`config.mk`:
```
export PLATFORM = sky130hd
export DESIGN_NAME = apb_param_master
export DESIGN_NICKNAME = d
export VERILOG_FILES = /design/src/rtl/apb_pkg.sv /design/src/rtl/apb_addr_decoder.sv /design/src/rtl/apb_param_master.sv
export SDC_FILE = /design/constraint.sdc
export NUM_CORES = 1
export LEC_CHECK = 0
export BUFFER_PORTS_ARGS = -buffer_cell sky130_fd_sc_hd__buf_2
export CORE_ASPECT_RATIO = 0.6
export CORE_UTILIZATION = 40
export DETAILED_ROUTE_END_ITERATION = 8
export PLACE_DENSITY = 0.72
export SYNTH_ARGS = -nofsm -noshare
export SYNTH_HDL_FRONTEND = slang
export SYNTH_SLANG_ARGS = --single-unit
```
`constraint.sdc`:
```
create_clock -name PCLK -period 2 [get_ports PCLK]
set_input_delay 0.4 -clock PCLK [delete_from_list [all_inputs] [get_ports PCLK]]
set_output_delay 0.4 -clock PCLK [all_outputs]
set_load 0.02 [all_outputs]
```
`src/rtl/apb_pkg.sv`:
```
// Shared definitions for the parameterised APB requester.
package apb_pkg;

   // Transfer phases of the requester FSM.
   typedef enum logic [1:0] {
      IDLE   = 2'd0,
      SETUP  = 2'd1,
      ACCESS = 2'd2
   } apb_state_e;

   // Ceiling log2; returns 0 for inputs 0 and 1.
   function automatic int unsigned clog2(input int unsigned v);
      int unsigned r;
      r = 0;
      for (int unsigned p = 1; p < v; p = p << 1) begin
         r++;
      end
      return r;
   endfunction

endpackage

```
`src/rtl/apb_addr_decoder.sv`:
```
// Turns a completer index into a one-hot select, flagging indices with no completer.
module apb_addr_decoder #(
   parameter int unsigned NUM_SLV = 2,
   parameter int unsigned SEL_W   = 1
) (
   input  logic [SEL_W-1:0]   i_idx,
   output logic [NUM_SLV-1:0] o_psel,
   output logic               o_dec_err
);

   // One-hot decode; any index without a matching completer is a decode error.
   always_comb begin
      o_psel    = '0;
      o_dec_err = 1'b1;
      for (int k = 0; k < NUM_SLV; k++) begin
         if (i_idx == SEL_W'(k)) begin
            o_psel[k] = 1'b1;
            o_dec_err = 1'b0;
         end
      end
   end

endmodule

```
`src/rtl/apb_param_master.sv`:
```
// Single-outstanding APB requester: one request in flight, registered one-cycle response.
module apb_param_master
   import apb_pkg::*;
#(
   parameter int unsigned ADDR_W  = 9,
   parameter int unsigned DATA_W  = 8,
   parameter int unsigned NUM_SLV = 2,
   parameter int unsigned TIMEOUT = 16
) (
   input  logic                      PCLK,
   input  logic                      PRESETn,
   input  logic                      req_valid,
   output logic                      req_ready,
   input  logic                      req_write,
   input  logic [ADDR_W-1:0]         req_addr,
   input  logic [DATA_W-1:0]         req_wdata,
   output logic                      rsp_valid,
   output logic [DATA_W-1:0]         rsp_rdata,
   output logic                      rsp_err,
   output logic                      rsp_timeout,
   output logic [NUM_SLV-1:0]        PSEL,
   output logic                      PENABLE,
   output logic                      PWRITE,
   output logic [ADDR_W-1:0]         PADDR,
   output logic [DATA_W-1:0]         PWDATA,
   input  logic [NUM_SLV*DATA_W-1:0] PRDATA,
   input  logic [NUM_SLV-1:0]        PREADY,
   input  logic [NUM_SLV-1:0]        PSLVERR
);

   localparam int unsigned SEL_W = (clog2(NUM_SLV) > 1) ? clog2(NUM_SLV) : 1;
   localparam int unsigned CNT_W = (clog2(TIMEOUT + 1) > 1) ? clog2(TIMEOUT + 1) : 1;

   apb_state_e          r_state, w_state_nxt;
   logic [SEL_W-1:0]    w_req_idx;
   logic [NUM_SLV-1:0]  w_dec_psel;
   logic                w_dec_err;
   logic [NUM_SLV-1:0]  r_psel;
   logic [ADDR_W-1:0]   r_paddr;
   logic                r_pwrite;
   logic [DATA_W-1:0]   r_pwdata;
   logic [CNT_W-1:0]    r_wait_cnt;
   logic                w_sel_ready, w_sel_err;
   logic [DATA_W-1:0]   w_sel_rdata;
   logic                w_timeout_hit, w_complete;
   logic                w_accept, w_accept_ok, w_accept_bad;
   logic                r_derr_pend;
   logic                r_rsp_valid, r_rsp_err, r_rsp_timeout;
   logic [DATA_W-1:0]   r_rsp_rdata;

   assign w_req_idx = req_addr[ADDR_W-1 -: SEL_W];

   apb_addr_decoder #(
      .NUM_SLV (NUM_SLV),
      .SEL_W   (SEL_W)
   ) u_dec (
      .i_idx     (w_req_idx),
      .o_psel    (w_dec_psel),
      .o_dec_err (w_dec_err)
   );

   // Mux the selected completer's response; unselected completers never leak through.
   always_comb begin
      w_sel_ready = 1'b0;
      w_sel_err   = 1'b0;
      w_sel_rdata = '0;
      for (int k = 0; k < NUM_SLV; k++) begin
         if (r_psel[k]) begin
            w_sel_ready = PREADY[k];
            w_sel_err   = PSLVERR[k];
            w_sel_rdata = PRDATA[k*DATA_W +: DATA_W];
         end
      end
   end

   // The limit is reached in the ACCESS cycle that follows TIMEOUT wait states;
   // a PREADY seen in that same cycle still gives a normal completion.
   assign w_timeout_hit = (TIMEOUT != 0) && (r_wait_cnt == CNT_W'(TIMEOUT));
   assign w_complete    = (r_state == ACCESS) && (w_sel_ready || w_timeout_hit);
   assign w_accept      = req_valid && req_ready;
   assign w_accept_ok   = w_accept && !w_dec_err;
   assign w_accept_bad  = w_accept && w_dec_err;

   // State register.
   always_ff @(posedge PCLK or negedge PRESETn) begin
      if (!PRESETn) begin
         r_state <= IDLE;
      end else begin
         r_state <= w_state_nxt;
      end
   end

   // Next-state logic; a decode-error request never leaves IDLE.
   always_comb begin
      w_state_nxt = r_state;
      unique case (r_state)
         IDLE:    if (w_accept_ok) w_state_nxt = SETUP;
         SETUP:   w_state_nxt = ACCESS;
         ACCESS:  if (w_complete) w_state_nxt = w_accept_ok ? SETUP : IDLE;
         default: w_state_nxt = IDLE;
      endcase
   end

   // FSM outputs; req_ready is held low while reset is asserted.
   always_comb begin
      PSEL      = (r_state != IDLE) ? r_psel : '0;
      PENABLE   = (r_state == ACCESS);
      req_ready = PRESETn && ((r_state == IDLE) || w_complete);
   end

   // Capture the accepted request; these hold their values while idle.
   always_ff @(posedge PCLK or negedge PRESETn) begin
      if (!PRESETn) begin
         r_psel   <= '0;
         r_paddr  <= '0;
         r_pwrite <= 1'b0;
         r_pwdata <= '0;
      end else if (w_accept_ok) begin
         r_psel   <= w_dec_psel;
         r_paddr  <= req_addr;
         r_pwrite <= req_write;
         r_pwdata <= req_wdata;
      end
   end

   // Wait-state counter, cleared on the way into ACCESS.
   always_ff @(posedge PCLK or negedge PRESETn) begin
      if (!PRESETn) begin
         r_wait_cnt <= '0;
      end else if (r_state == SETUP) begin
         r_wait_cnt <= '0;
      end else if ((r_state == ACCESS) && !w_complete) begin
         r_wait_cnt <= r_wait_cnt + CNT_W'(1);
      end
   end

   // Response register. A decode error accepted in a completing ACCESS cycle
   // collides with that completion's pulse, so it is parked in r_derr_pend and
   // reported one cycle later; responses thus stay in acceptance order.
   always_ff @(posedge PCLK or negedge PRESETn) begin
      if (!PRESETn) begin
         r_rsp_valid   <= 1'b0;
         r_rsp_rdata   <= '0;
         r_rsp_err     <= 1'b0;
         r_rsp_timeout <= 1'b0;
         r_derr_pend   <= 1'b0;
      end else begin
         r_rsp_valid   <= 1'b0;
         r_rsp_rdata   <= '0;
         r_rsp_err     <= 1'b0;
         r_rsp_timeout <= 1'b0;
         r_derr_pend   <= 1'b0;
         if (w_complete) begin
            r_rsp_valid <= 1'b1;
            r_derr_pend <= w_accept_bad;
            if (w_sel_ready) begin
               r_rsp_err   <= w_sel_err;
               r_rsp_rdata <= r_pwrite ? '0 : w_sel_rdata;
            end else begin
               r_rsp_err     <= 1'b1;
               r_rsp_timeout <= 1'b1;
            end
         end else if ((r_state == IDLE) && (r_derr_pend || w_accept_bad)) begin
            r_rsp_valid <= 1'b1;
            r_rsp_err   <= 1'b1;
            r_derr_pend <= r_derr_pend && w_accept_bad;
         end
      end
   end

   assign rsp_valid   = r_rsp_valid;
   assign rsp_rdata   = r_rsp_rdata;
   assign rsp_err     = r_rsp_err;
   assign rsp_timeout = r_rsp_timeout;
   assign PADDR       = r_paddr;
   assign PWRITE      = r_pwrite;
   assign PWDATA      = r_pwdata;

endmodule

```
==> results of run 1 <==
-- synth_stat cells, drive strengths merged --
cell type / number / area [um^2]
buf: 6 / 51.3
dfrtp: 37 / 926
or3: 1 / 6.26
a21o: 1 / 7.51
mux2i: 2 / 20.0
a311oi: 1 / 8.76
and2: 2 / 12.5
nand4b: 1 / 23.8
a311o: 1 / 10.0
nor2: 13 / 48.8
nand3: 4 / 20.0
or4: 1 / 7.51
nand4: 2 / 18.8
inv: 7 / 26.3
o21ai: 3 / 15.0
nor2b: 2 / 12.5
nand4bb: 1 / 27.5
nand2: 6 / 22.5
and3b: 1 / 8.76
and3: 3 / 23.8
a211o: 1 / 8.76
nand2b: 1 / 6.26
a22o: 2 / 17.5
a21oi: 1 / 5.00
ha: 2 / 25.0
mux2: 18 / 270
nand3b: 1 / 20.0
a22oi: 8 / 60.1
clkbuf: 2 / 7.51
nor3: 3 / 15.0
a221oi: 1 / 8.76
-- state kept, by name, summed over array words and instances, names as in the netlist --
name and cells:
PADDR 8, PWDATA 8, PWRITE 1, r_psel 2, r_state 2, r_wait_cnt 5, rsp_err 1, rsp_rdata 8
rsp_timeout 1, rsp_valid 1
-- through the flow --
step                setup WS, ns  power [uW]
finish                    0.0746        2680
global route             -0.0142        2840
CTS                      0.00784        2640
detailed placement       -0.0251        2050
global placement          0.0265        2030
floorplan                  0.356        1730
-- placed cells by master, fill, tap and decap left out --
master / count
buf_2: 72
dfrtp_1: 37
mux2_4: 18
nor2_1: 13
buf_4: 11
a22oi_1: 8
clkbuf_8: 7
inv_1: 6
nand2_1: 6
nand3_1: 4
nor3_1: 3
o21ai_0: 3
and2_1: 2
nor2b_1: 2
mux2i_1: 2
a22o_1: 2
and3_1: 2
inv_2: 1
nand2b_1: 1
nand3b_4: 1
nand4bb_4: 1
and3_4: 1
or3_1: 1
nand4_4: 1
and3b_1: 1
a221oi_1: 1
nand4b_4: 1
or4_1: 1
a311oi_1: 1
a21o_1: 1
nand4_1: 1
a311o_1: 1
a21oi_1: 1
a211o_1: 1
ha_4: 1
ha_1: 1
clkinv_2: 1
-- power breakdown --
group	leakage, uW	internal, uW	switching (uW)
Clock	0.0000542	311	259
Sequential	0.000466	916	118
Combinational	0.000743	508	570
Total	0.00126	1740	947
-- what timing repair did --
action                                  4_1_cts  5_1_grt
endpoints found under the setup margin       19       19
endpoints found under the hold margin         0        0
pin swaps                                     2        1
resized for setup                             1        4
buffers inserted                              1        3
-- critical path, cell delays in order, from the launching register on --
cell,delay (ns)
dfrtp_1,0.39
inv_1,0.10
ha_4,0.15
nand4bb_4,0.14
nand4_4,0.14
nand4b_4,0.43
mux2_4,0.45
-- per-layer routing --
layer / wire (um) / global-route usage
met4: 16 / 0.0492
met5: 0 / 0
met2: 1640 / 0.268
met1: 1940 / 0.253
met3: 319 / 0.0530
-- final cells by class --
| type | instances | area, um^2 |
|---|---|---|
| clock buffers | 7 | 96.3 |
| fillers | 375 | 1820 |
| multi-input cells | 83 | 752 |
| inverters | 7 | 26.3 |
| flip-flops and latches | 37 | 926 |
| clock inverters | 1 | 5.00 |
| well taps | 60 | 75.1 |
| repair buffers | 83 | 443 |
-- cells by family (layout without fill, tap and decap cells) --
logic type | after synthesis | after routing | share of synthesized area
muxes | 20 | 20 | 0.167
and+or+nand+nor | 42 | 42 | 0.157
DFF | 37 | 37 | 0.532
buffers and inverters | 15 | 98 | 0.0489
AOI/OAI and AO/OA | 19 | 19 | 0.0812
adders and majority gates | 2 | 2 | 0.0144
-- worst max-delay path by stage --
stage / slack, ns / end / from / cells after the start
floorplan: 0.36 / PADDR[4] / r_wait_cnt[0] / 7
global placement: 0.03 / PWDATA[4] / r_wait_cnt[1] / 6
detailed placement: -0.03 / PADDR[1] / r_wait_cnt[1] / 6
CTS: 0.008 / PADDR[2] / r_wait_cnt[0] / 6
global route: -0.01 / PADDR[3] / r_wait_cnt[0] / 6
finish: 0.07 / PADDR[2] / r_wait_cnt[1] / 6
==> flow_metrics.env, run 1 <==
export IMPL_status="finished clean"
export IMPL_max_cap_viol_count=0
export IMPL_fin_crit_sh=0.963
export IMPL_wl_um=3920
export IMPL_grt_pass1_wl_um=5960
export IMPL_clkTransAtPathRegs_ns=0.07
export IMPL_syn_cell_area_um2=1740
export IMPL_timing_fmax_ghz=0.519
export IMPL_holdWs_ns=0.144
export IMPL_io_buffers=73
export IMPL_antenna_found_initial=0
export IMPL_drive_gt1_frac=0.532
export IMPL_ios=74
export IMPL_synthCells=135
export IMPL_skew_ns=0.00748
export IMPL_grt_overflow_total=0
export IMPL_p_per_area_nw_per_um2=1150
export IMPL_start_util=0.420
export IMPL_gp_congestion=0.844
export IMPL_tightest_slew_ns=0.511
export IMPL_avgSynthCellArea_um2=12.9
export IMPL_drt_iter0_drc=42
export IMPL_n_antenna_cell=0
export IMPL_core_area_um2=4140
export IMPL_cts_buffers=5
export IMPL_r2r_slack_ns=0.07
export IMPL_cts_root_buf="clkbuf_8"
export IMPL_fin_cells=278
export IMPL_num_nets_final=260
export IMPL_setup_violations_final=0
export IMPL_stdcell_area_um2=2320
export IMPL_cts_hold_fix_buffers=0
export IMPL_viasPerCell=4.77
export IMPL_yosys_warnings=0
export IMPL_worst_ir_drop_vdd_v=0.000586
export IMPL_min_path_type="in -> async"
export IMPL_cts_tree="yes"
export IMPL_ys_types=35
export IMPL_path_class="reg -> reg"
export IMPL_yosys_register_bits=37
export IMPL_leakagePower_uw=0.00126
export IMPL_crit_arrival_ns=2.10
export IMPL_layout_min_cycle_time_ns=1.93
export IMPL_vias=1327
export IMPL_clockBufferDepth=2
export IMPL_grt_max_degree=24
export IMPL_dp_cells=266
export IMPL_dpl_hpwl_um=2830
export IMPL_htreeDepth=2
export IMPL_die_area_um2=4630
export IMPL_syn_nets=178
export IMPL_final_antenna_net_count=0
export IMPL_fin_tns_setup_ns=0
export IMPL_finish_utilization=0.561
export IMPL_track_usage=0.179
export IMPL_area_delta_synth_final_pct=33.4
export IMPL_r2r_end="PADDR[2]"
export IMPL_rr_worst_depth=6
export IMPL_cts_sink_count=37
export IMPL_dpl_instance_area_um2=2170
export IMPL_drv_slew=0
export IMPL_ys_seq_area_frac=0.532
export IMPL_die_x_um=87.2
export IMPL_die_y_um=53.1
export IMPL_rows=18
export IMPL_hold_violations=0
export IMPL_drc=0
export IMPL_drt_pass1_iterations=4
export IMPL_crit_fanout=20
export IMPL_worstPathRequired_ns=2.17
export IMPL_grt_pass1_vias=1234
export IMPL_crit_path_start_kind="register"
export IMPL_worstSkewPairLatency_ns=0.29
export IMPL_wire_per_inst_um=14.1
export IMPL_reg2reg_from="r_wait_cnt[1]"
export IMPL_maxSlewHeadroom=0.659
export IMPL_end_kind="register"
Note: power is estimated with default switching activity, not from simulation.
==> run 2: changes to the inputs <==
--- a/config.mk
+++ b/config.mk
@@ -9,7 +9,7 @@
 export CORE_ASPECT_RATIO = 0.6
 export CORE_UTILIZATION = 40
 export DETAILED_ROUTE_END_ITERATION = 8
-export PLACE_DENSITY = 0.72
+export PLACE_DENSITY_LB_ADDON = 0.3
 export SYNTH_ARGS = -nofsm -noshare
 export SYNTH_HDL_FRONTEND = slang
 export SYNTH_SLANG_ARGS = --single-unit
==> run 2 against run 1 <==
  * Final cell count shrank 0.72%
  * Non-clock buffer count shrank 2
  * Sequential power is essentially flat
  * First-iteration DRC count grew 7.1%
  * Via count shrank 3.5%
  * Die area is the same
  * Utilization shrank 0.36 points
  * Critical endpoint is now PWDATA[2]
  * Largest power group unchanged
==> flow_metrics.env, run 2 (synthesis gave the netlist of run 1 again) <==
export IMPL_maxSlewHeadroom=0.657
export IMPL_gp_congestion=0.777
export IMPL_fin_crit_sh=0.943
export IMPL_area_delta_synth_final_pct=32.5
export IMPL_drc=0
export IMPL_p_per_area_nw_per_um2=1140
export IMPL_vias=1280
export IMPL_die_x_um=87.2
export IMPL_viasPerCell=4.64
export IMPL_path_cells="inv_2 -> ha_4 -> nand4bb_4 -> nand4_4 -> nand4b_4 -> mux2_4"
export IMPL_num_nets_final=258
export IMPL_crit_family="simple AND/OR/NAND/NOR gates"
export IMPL_drive_gt1_frac=0.532
export IMPL_crit_fanout=20
export IMPL_cts_sink_count=37
export IMPL_max_cap_viol_count=0
export IMPL_drt_pass1_iterations=4
export IMPL_tightest_slew_ns=0.514
export IMPL_setup_violations_final=0
export IMPL_crit_arrival_ns=2.05
export IMPL_cp_depth=6
export IMPL_wire_per_inst_um=13.1
export IMPL_die_y_um=53.1
export IMPL_layout_min_cycle_time_ns=1.89
export IMPL_drv_slew=0
export IMPL_start_util=0.420
export IMPL_endpoint="PWDATA[2]"
export IMPL_worstPathRequired_ns=2.16
export IMPL_r2r_end="PWDATA[2]"
export IMPL_fin_tns_setup_ns=0
export IMPL_cts_buffers=5
export IMPL_finish_utilization=0.557
export IMPL_io_buffers=73
export IMPL_cts_root_buf="clkbuf_8"
export IMPL_min_path_type="in -> async"
export IMPL_end_kind="register"
export IMPL_clkTransAtPathRegs_ns=0.07
export IMPL_antenna_found_initial=0
export IMPL_drt_iter0_drc=45
export IMPL_reg2reg_from="r_wait_cnt[0]"
export IMPL_ios=74
export IMPL_core_area_um2=4140
export IMPL_leakagePower_uw=0.00127
export IMPL_path_class="reg -> reg"
export IMPL_final_antenna_net_count=0
export IMPL_track_usage=0.165
export IMPL_grt_pass1_wl_um=5460
export IMPL_dpl_hpwl_um=2650
export IMPL_power_total_uw=2630
export IMPL_clockBufferDepth=2
export IMPL_status="finished clean"
export IMPL_rows=18
export IMPL_final_cell_mix="buf_2 (72), dfrtp_1 (37), mux2_4 (18)"
export IMPL_final_common_cell="buf_2"
export IMPL_cts_tree="yes"
export IMPL_critPathMaxStageDelay_ns=0.45
export IMPL_die_area_um2=4630
export IMPL_cts_hold_fix_buffers=0
export IMPL_n_antenna_cell=0
export IMPL_final_setup_worst_slack_ns=0.115
export IMPL_hold_violations=0
export IMPL_rr_worst_depth=6
export IMPL_slowest_stage="mux2_4"
export IMPL_crit_path_start_kind="register"
export IMPL_crit_buf_inv=1
export IMPL_grt_pass1_vias=1105
export IMPL_worst_ir_drop_vdd_v=0.000698
export IMPL_grt_max_degree=22
export IMPL_wl_um=3610
export IMPL_pre_cts_ws_ns=-0.0201
export IMPL_skew_ns=0.00569
export IMPL_crit_start="r_wait_cnt[0]"
export IMPL_timing_fmax_ghz=0.530
export IMPL_r2r_slack_ns=0.11
export IMPL_htreeDepth=2
export IMPL_grt_overflow_total=0
export IMPL_worstSkewPairLatency_ns=0.28
export IMPL_holdWs_ns=0.142
==> run 2: changes by cell type in the layout (fill, tap and decap cells not counted) <==
cell and delta:
inv_2 +1, inv_1 -1, buf_4 -2
==> run 2: layout make-up <==
cell class              count  area (um^2)
fillers                   380         1840
flip-flops and latches     37          926
multi-input cells          83          752
repair buffers             81          428
clock buffers               7         96.3
well taps                  60         75.1
inverters                   7         26.3
clock inverters             1         5.00
==> run 2: worst min path at each step <==
| stage | from | end | slack, ns | cells past startpoint |
|---|---|---|---|---|
| floorplan | PRESETn | PADDR[0] | 0.10 | 0 |
| global placement | PRESETn | PADDR[3] | 0.45 | 2 |
| detailed placement | PRESETn | PADDR[3] | 0.45 | 2 |
| CTS | PRESETn | PWDATA[1] | 0.14 | 2 |
| global route | PRESETn | PADDR[5] | 0.15 | 2 |
| finish | PRESETn | PWDATA[1] | 0.14 | 2 |
==> run 2: stage by stage <==
stage / cell area (um^2) / std cells
4_1_cts: 2290 / 275
5_1_grt: 2310 / 276
3_5_place_dp: 2170 / 266
6_report: 2310 / 276
2_1_floorplan: 1740 / 135
3_3_place_gp: 2170 / 266
==> run 2: repair_timing <==
| item | CTS | global route |
|---|---|---|
| endpoints found under the setup margin | 19 | 19 |
| pin swaps | 2 | 3 |
| setup buffers | 1 | 1 |
| gates resized for setup | 2 | 4 |
==> run 2: per-layer routing <==
| metal | share of wire | GRT usage |
|---|---|---|
| met1 | 0.50 | 0.244 |
| met2 | 0.40 | 0.220 |
| met3 | 0.089 | 0.0577 |
| met4 | 0.0047 | 0.0492 |
| met5 | 0 | 0 |
==> run 2: power by group <==
part / total (uW) / internal (uW) / switching (uW) / leakage [uW]
Clock: 549 / 311 / 238 / 0.0000542
Sequential: 1030 / 917 / 113 / 0.000466
Combinational: 1050 / 494 / 557 / 0.000746
